### src/rtl/dma_engine_if.sv
// rtl/dma_engine_if.sv - shared CPU/memory bus seen by the DMA engine
interface dma_engine_if;
    logic [31:0] Adress;
    logic        read;
    logic        write;
    logic        MTM;
    logic [31:0] Data;
    logic        DAR;
    logic        DR;
    logic        INT;
    logic [31:0] dma_Adress;
    logic        dma_read;
    logic        dma_write;
    logic [31:0] dma_Data;
    logic        bus_oe;
    logic        data_oe;

    // CPU / system side: drives the bus and grant, observes the DMA
    modport master (
        output Adress, read, write, MTM, Data, DAR,
        input  DR, INT, dma_Adress, dma_read, dma_write, dma_Data, bus_oe, data_oe
    );

    // DMA engine side
    modport slave (
        input  Adress, read, write, MTM, Data, DAR,
        output DR, INT, dma_Adress, dma_read, dma_write, dma_Data, bus_oe, data_oe
    );
endinterface

### src/rtl/dma_engine.sv
// rtl/dma_engine.sv - programmable word-copy DMA (memory or fixed I/O source)
module dma_engine #(
    parameter logic [31:0] BASE_ADDR = 32'h0000_0000,
    parameter int unsigned ADDR_STEP = 4,
    parameter int          CNT_W     = 16
) (
    input  logic         clk,
    input  logic         reset,
    dma_engine_if.slave  bus
);
    typedef enum logic [3:0] {
        IDLE, LD_SRC, LD_DST, LD_CNT, REQ, RD, RD_WAIT, WR, FIN
    } state_t;

    localparam logic [31:0] STEP = 32'(ADDR_STEP);

    state_t             state;
    logic [31:0]        src;
    logic [31:0]        dst;
    logic [31:0]        data_buf;
    logic [CNT_W-1:0]   cnt;
    logic               mode;

    logic [CNT_W-1:0]   cnt_dec;
    logic [31:0]        src_next;

    // Next counter value and next read address at the end of a word
    always_comb begin
        cnt_dec  = cnt - CNT_W'(1);
        src_next = mode ? src + STEP : src;
    end

    // Sequencer; outputs are registered from the state being entered
    always_ff @(posedge clk or posedge reset) begin
        if (reset) begin
            state          <= IDLE;
            src            <= '0;
            dst            <= '0;
            data_buf       <= '0;
            cnt            <= '0;
            mode           <= 1'b0;
            bus.DR         <= 1'b0;
            bus.INT        <= 1'b0;
            bus.bus_oe     <= 1'b0;
            bus.data_oe    <= 1'b0;
            bus.dma_read   <= 1'b0;
            bus.dma_write  <= 1'b0;
            bus.dma_Adress <= '0;
            bus.dma_Data   <= '0;
        end else begin
            bus.INT <= 1'b0;
            case (state)
                IDLE: begin
                    if (bus.Adress == BASE_ADDR && !bus.read && !bus.write) begin
                        mode  <= bus.MTM;
                        state <= LD_SRC;
                    end
                end
                LD_SRC: begin
                    src   <= bus.Data;
                    state <= LD_DST;
                end
                LD_DST: begin
                    dst   <= bus.Data;
                    state <= LD_CNT;
                end
                LD_CNT: begin
                    cnt <= bus.Data[CNT_W-1:0];
                    if (bus.Data[CNT_W-1:0] == '0) begin
                        bus.INT <= 1'b1;
                        state   <= FIN;
                    end else begin
                        bus.DR <= 1'b1;
                        state  <= REQ;
                    end
                end
                REQ: begin
                    if (bus.DAR) begin
                        bus.bus_oe     <= 1'b1;
                        bus.dma_read   <= 1'b1;
                        bus.dma_Adress <= src;
                        state          <= RD;
                    end
                end
                RD: begin
                    state <= RD_WAIT;
                end
                RD_WAIT: begin
                    data_buf       <= bus.Data;
                    bus.dma_Data   <= bus.Data;
                    bus.dma_read   <= 1'b0;
                    bus.dma_write  <= 1'b1;
                    bus.data_oe    <= 1'b1;
                    bus.dma_Adress <= dst;
                    state          <= WR;
                end
                WR: begin
                    dst           <= dst + STEP;
                    src           <= src_next;
                    cnt           <= cnt_dec;
                    bus.dma_write <= 1'b0;
                    bus.data_oe   <= 1'b0;
                    if (cnt_dec == '0) begin
                        bus.INT        <= 1'b1;
                        bus.DR         <= 1'b0;
                        bus.bus_oe     <= 1'b0;
                        bus.dma_Adress <= '0;
                        state          <= FIN;
                    end else begin
                        bus.dma_read   <= 1'b1;
                        bus.dma_Adress <= src_next;
                        state          <= RD;
                    end
                end
                FIN: begin
                    state <= IDLE;
                end
                default: begin
                    state <= IDLE;
                end
            endcase
        end
    end
endmodule

### src/flat_wrapper.sv
// flat-port wrapper written by rule: the top's interface ports become plain ports
module dma_engine_flat 
#(
    parameter logic [31:0] BASE_ADDR = 32'h0000_0000,
    parameter int unsigned ADDR_STEP = 4,
    parameter int          CNT_W     = 16
)
  (clk, reset, bus_Adress, bus_read, bus_write, bus_MTM, bus_Data, bus_DAR, bus_DR, bus_INT, bus_dma_Adress, bus_dma_read, bus_dma_write, bus_dma_Data, bus_bus_oe, bus_data_oe);
  dma_engine_if bus_i ();
  input  logic clk;
  input  logic reset;
  input wire logic [$bits(bus_i.Adress)-1:0] bus_Adress;
  input wire logic [$bits(bus_i.read)-1:0] bus_read;
  input wire logic [$bits(bus_i.write)-1:0] bus_write;
  input wire logic [$bits(bus_i.MTM)-1:0] bus_MTM;
  input wire logic [$bits(bus_i.Data)-1:0] bus_Data;
  input wire logic [$bits(bus_i.DAR)-1:0] bus_DAR;
  output wire logic [$bits(bus_i.DR)-1:0] bus_DR;
  output wire logic [$bits(bus_i.INT)-1:0] bus_INT;
  output wire logic [$bits(bus_i.dma_Adress)-1:0] bus_dma_Adress;
  output wire logic [$bits(bus_i.dma_read)-1:0] bus_dma_read;
  output wire logic [$bits(bus_i.dma_write)-1:0] bus_dma_write;
  output wire logic [$bits(bus_i.dma_Data)-1:0] bus_dma_Data;
  output wire logic [$bits(bus_i.bus_oe)-1:0] bus_bus_oe;
  output wire logic [$bits(bus_i.data_oe)-1:0] bus_data_oe;
  assign bus_i.Adress = bus_Adress;
  assign bus_i.read = bus_read;
  assign bus_i.write = bus_write;
  assign bus_i.MTM = bus_MTM;
  assign bus_i.Data = bus_Data;
  assign bus_i.DAR = bus_DAR;
  assign bus_DR = bus_i.DR;
  assign bus_INT = bus_i.INT;
  assign bus_dma_Adress = bus_i.dma_Adress;
  assign bus_dma_read = bus_i.dma_read;
  assign bus_dma_write = bus_i.dma_write;
  assign bus_dma_Data = bus_i.dma_Data;
  assign bus_bus_oe = bus_i.bus_oe;
  assign bus_data_oe = bus_i.data_oe;
  dma_engine #(.BASE_ADDR(BASE_ADDR), .ADDR_STEP(ADDR_STEP), .CNT_W(CNT_W)) u_core (.clk(clk), .reset(reset), .bus(bus_i));
endmodule
### config.mk
export PLATFORM = sky130hd
export DESIGN_NAME = dma_engine_flat
export DESIGN_NICKNAME = d
export VERILOG_FILES = /design/src/rtl/dma_engine_if.sv /design/src/rtl/dma_engine.sv /design/src/flat_wrapper.sv
export SDC_FILE = /design/constraint.sdc
export NUM_CORES = 1
export LEC_CHECK = 0
export CORE_MARGIN = 3
export CORE_UTILIZATION = 50
export DETAILED_ROUTE_END_ITERATION = 12
export HOLD_SLACK_MARGIN = 0.02
export PLACE_DENSITY = 0.82
export SYNTH_ARGS = -nofsm -noshare
export SYNTH_HDL_FRONTEND = slang
export SYNTH_SLANG_ARGS = --single-unit
### constraint.sdc
create_clock -name clk -period 6.75 [get_ports clk]
set_input_delay 1.35 -clock clk [delete_from_list [all_inputs] [get_ports clk]]
set_output_delay 1.35 -clock clk [all_outputs]
set_load 0.02 [all_outputs]
* After elaboration in Yosys (flattened, before gate mapping)
Cells that the tools add are included.
** Operators by class
- Add/sub/neg operators :: 3
- Eq/ne operators :: 12
- Muxes and demuxes :: 23
- Reduce and logical (&&, ||, !) cells :: 20
** Operators with widths (number)
- $pmux W32 S2 :: 2
- $mux W32 :: 3
- $pmux W32 S3 :: 1
- $add A32 B3 Y32 const B :: 2
- $logic_not A16 Y1 :: 2
- $logic_not A32 Y1 :: 1
- $pmux W16 S2 :: 1
- $pmux W4 S8 :: 1
- $eq A4 B3 Y1 const B :: 4
- $mux W4 :: 4
- $sub A16 B1 Y16 const B :: 1
- $reduce_bool A2 Y1 :: 5
- $reduce_and A3 Y1 :: 3
- $eq A4 B2 Y1 const B :: 2
- $pmux W1 S2 :: 4
- $mux W1 :: 6
- $ne A2 B2 Y1 const B :: 3
- $reduce_and A2 Y1 :: 3
- $eq A4 B1 Y1 const B :: 1
- $logic_not A4 Y1 :: 1
- $ne A2 B1 Y1 const B :: 2
- $pmux W1 S3 :: 1
- $reduce_bool A3 Y1 :: 1
- $logic_and A1 B1 Y1 :: 2
- $logic_not A1 Y1 :: 2
** Word-level totals
- Bits in registers :: 154
- Input port bits :: 70
- Output and inout bits :: 70
- Word-level logic and storage cells :: 70

* Logic depth before layout (Yosys ltp)
- Depth in word-level cells :: 5
- Mapped depth :: 9

* Least setup slack after synthesis
No wires, ideal clock.
- Kind :: input to register
- From :: input bus_DAR
- To :: register u_core.bus.dma_Adress[12]
- Setup time :: 0.082 ns
- Arrival :: 2.500 ns
- Setup slack :: 4.167 ns
- Stages on the path :: 6
- Buffers on the path :: 2
- Cells stage by stage :: nor2b_1 o21ai_1 clkbuf_1 clkbuf_1 a21oi_1 o22ai_1
** On the way
- Cells in the longest elaborated chain, start to end :: 2
** Ends and longest elaborated chain
- start: declaration :: line flat_wrapper.sv:17 : input wire logic [$bits(bus_i.DAR)-1:0] bus_DAR;
- $ne A2 B2 Y1 (no source line)
- $reduce_and A2 Y1 (no source line)
- end signal: assignment :: line dma_engine.sv:81 : bus.dma_Adress <= src;
- end signal: assignment :: line dma_engine.sv:94 : bus.dma_Adress <= dst;
- end signal: assignment :: line dma_engine.sv:111 : bus.dma_Adress <= src_next;
- end: declaration :: line dma_engine_if.sv:27 : output DR, INT, dma_Adress, dma_read, dma_write, dma_Data, bus_oe, data_oe
No other way between the ends.
A chain may end at the register's enable or synchronous reset.

* Worst setup path in the final report
- From :: register u_core.state[1]
- To :: register u_core.dst[12]
** On the way
- Cells in the longest elaborated chain, start to end :: 2
** Ends and longest elaborated chain
- start: declaration :: line dma_engine.sv:17 : state_t state;
- start signal: assignment :: line dma_engine.sv:36 : state <= IDLE;
- start signal: assignment :: line dma_engine.sv:56 : state <= LD_SRC;
- start signal: assignment :: line dma_engine.sv:61 : state <= LD_DST;
- $eq A4 B3 Y1 or $eq A4 B2 Y1 (tied branches) :: line dma_engine.sv:52 : case (state)
- $pmux W32 S2 or $reduce_bool A2 Y1 (tied branches)
- end signal: assignment :: line dma_engine.sv:64 : dst <= bus.Data;
- end signal: assignment :: line dma_engine.sv:98 : dst <= dst + STEP;
- end: declaration :: line dma_engine.sv:19 : logic [31:0] dst;
Parallel ways exist; a longest one is shown, timed or not.

==> qor.txt <==
Hold Fails Final Rpt: 0
Final GP Congestion: 0.894
# Max-Cap Violations: 0
Worst Hold Class: flip-flop to flip-flop
largest net degree at the start of global routing: 111
ys async rst share: 1.00
syn_nets: 1036
hold_buf cts: 0
Slew HR: 0.243
CORE AREA: 16700 µm²
Crit Path Max Fanout: 45
family with the most delay on the worst path: simple AND/OR/NAND/NOR gates
vias: 8215
outcome: complete, no violations
Fmax: 312 MHz
Die Area: 18800 µm²
antenna violations before repair: 0
IO Count: 140
register area: 3850 µm²
post-synth cell types: 76
Worst Setup Path Type: flip-flop to flip-flop
ANT nets after route: 0
share of the synthesized area in the top cell type: 0.449
Mapped Area: 8590 µm²
Post CTS Setup Buffer Count: 0
Synth-to-Final Area Change: 24.1%
first-pass GRT wire length: 40600 µm
CTS tree: built
Synthesis Warnings: 0
Remaining DRCs: 0
Setup violations, final: 0
Root Buffer: clkbuf_16
post-cts resize count: 0
Skew-Pair Late Insertion Delay: 0.43 ns
Fin Clk Skew: 0.00833 ns
most common cell in the netlist: dfrtp_1
DP HPWL: 16600 µm
global route overflow: 0
Req. time, crit path: 7.04 ns
Die H: 137 µm
Via density: 6.33
Tmin final: 3.20 ns
Buf/Inv on CP: 1
port buffer count: 139
cts bufs inserted: 17
area of the multi-input gates: 4390 µm²
setup TNS: 0 ns
Mapped Cells: 962
dpl cell area: 10000 µm²
CTS Buffer Depth: 2
final wirelength: 25300 µm
RSZ-0062 raised after global routing: false
Pins Over Slew Limit: 0
crit start category: flip-flop
Setup WS post-layout: 3.55 ns
Worst-path clk slew: 0.06 ns
# rows: 47
Post-Layout Inst Area: 10700 µm²
# clock sinks: 154
Final period util: 0.474
layout cells sized above 1: 0.100
R2R Setup Slk: 3.55 ns
Worst EP arrival: 3.49 ns
setup slack at placement: 3.34 ns
DR iter-0 viols: 1107
utilization after layout: 0.638
vias in the first global route: 7778
average size of a mapped cell: 8.93 µm²
maximum VDD drop: 0.000208 V
die width: 137 µm
initial core utilization: 0.514
Max stage delay cell, worst path: nor2_4
routed wire length per instance: 19.5 µm
top cells by area, synth: dfrtp_1 (45%), a21oi_1 (6.6%), nor2_1 (6.5%), mux2_2 (4.2%), nand2_1 (3.8%)
crit-path cells: nand2_1 > nor2_4 > buf_4 > nor2_1 > o21ai_0 > o311ai_0
Worst setup EP type: flip-flop
# nets final: 1142
Layout fillers: 1376
EDFF count, synth: 0
drt pass-1 iters: 5
Design Power: 3170 µW
PwrDens: 298 nW/µm²
Yosys reg bits: 154
Total Routing Usage GR: 0.274
sequential share of the synthesized area: 0.449
LEAKAGE: 0.00409 µW
Commonest cells post-synth: dfrtp_1 (154), nor2_1 (149), a21oi_1 (113)
Synth area leader: dfrtp_1
Ant. Diodes: 0
worst slew pin tran: 1.13 ns
most used flip-flop cell after synthesis: dfrtp_1
htree depth: 4
slowest stage delay, CP: 0.77 ns
power breakdown:
part | internal, µW | switching [µW]
Sequential | 1120 | 291
Clock | 656 | 377
Combinational | 355 | 375
area by class of cell:
| cell class | count | share of cell area |
|---|---|---|
| well taps | 220 | 0.0258 |
| repair buffers | 150 | 0.138 |
| clock buffers | 19 | 0.0415 |
| multi-input cells | 734 | 0.412 |
| inverters | 11 | 0.00434 |
| clock inverters | 10 | 0.0164 |
| flip-flops and latches | 154 | 0.362 |
state kept, by name (all words and copies together) (netlist names):
register	count
u_core.dst	32
u_core.bus.INT	1
u_core.mode	1
u_core.bus.DR	1
u_core.state	4
u_core.bus.dma_Data	32
u_core.cnt	16
u_core.bus.dma_Adress	32
u_core.bus.bus_oe	1
u_core.bus.dma_read	1
u_core.bus.dma_write	1
u_core.src	32
tightest hold or removal path: stages, from the launching register on:
cell,delay (ns)
dfrtp_1,0.34
nand2_1,0.05
o21ai_0,0.06
per-layer routing:
layer	part of all wire	vias up	track usage
li1	-	3742	-
met5	0	-	0
met1	0.42	3964	0.376
met3	0.098	59	0.0779
met2	0.46	450	0.419
met4	0.025	0	0.0920
cells by family (layout without fill, tap and decap cells):
group | Yosys count | after routing | synth area share
compound gates | 287 | 287 | 0.210
fa+ha+maj | 4 | 4 | 0.00583
mux | 35 | 35 | 0.0454
flops | 154 | 154 | 0.449
simple gates | 379 | 379 | 0.218
xor+xnor | 29 | 29 | 0.0296
buf+inv | 74 | 190 | 0.0424
layout by cell type, fill, tap and decap left out, drive strengths merged, types with 3 or more instances in the layout:
cell type / netlist / routed
a211oi: 10 / 10
a21oi: 113 / 113
a221o: 4 / 4
a311oi: 12 / 12
and2: 5 / 5
and3: 17 / 17
and4: 4 / 4
buf: 22 / 11
bufinv: 0 / 5
clkbuf: 40 / 19
clkdlybuf4s50: 0 / 139
clkinv: 1 / 6
dfrtp: 154 / 154
ha: 4 / 4
inv: 10 / 10
mux2: 32 / 32
mux2i: 3 / 3
nand2: 87 / 87
nand2b: 3 / 3
nand3: 36 / 36
nand4: 18 / 18
nand4b: 3 / 3
nor2: 152 / 152
nor3: 16 / 16
nor3b: 6 / 6
nor4: 19 / 19
o211ai: 11 / 11
o21a: 4 / 4
o21ai: 52 / 52
o221a: 10 / 10
o22ai: 43 / 43
o311ai: 5 / 5
or3: 6 / 6
xnor2: 16 / 16
xor2: 13 / 13
path summary, 6_finish.rpt:
| check | start | endpoint | depth (start not counted) |
|---|---|---|---|
| max | u_core.state[1] | u_core.dst[12] | 6 |
| min | u_core.dst[0] | u_core.dst[0] | 2 |
| max reg2reg | u_core.state[1] | u_core.dst[12] | 6 |
| min reg2reg | u_core.dst[0] | u_core.dst[0] | 2 |
| max in group asynchronous | reset | u_core.bus.dma_Data[26] | 3 |
| min in group asynchronous | reset | u_core.bus.dma_Data[14] | 2 |
per-stage QoR:
step / std cells / hold WS (ns)
6_report: 1298 / 0.492
2_1_floorplan: 962 / 0.450
5_1_grt: 1298 / 0.518
4_1_cts: 1298 / 0.488
3_3_place_gp: 1269 / 0.470
3_5_place_dp: 1269 / 0.472
(Power assumes the default switching activity.)
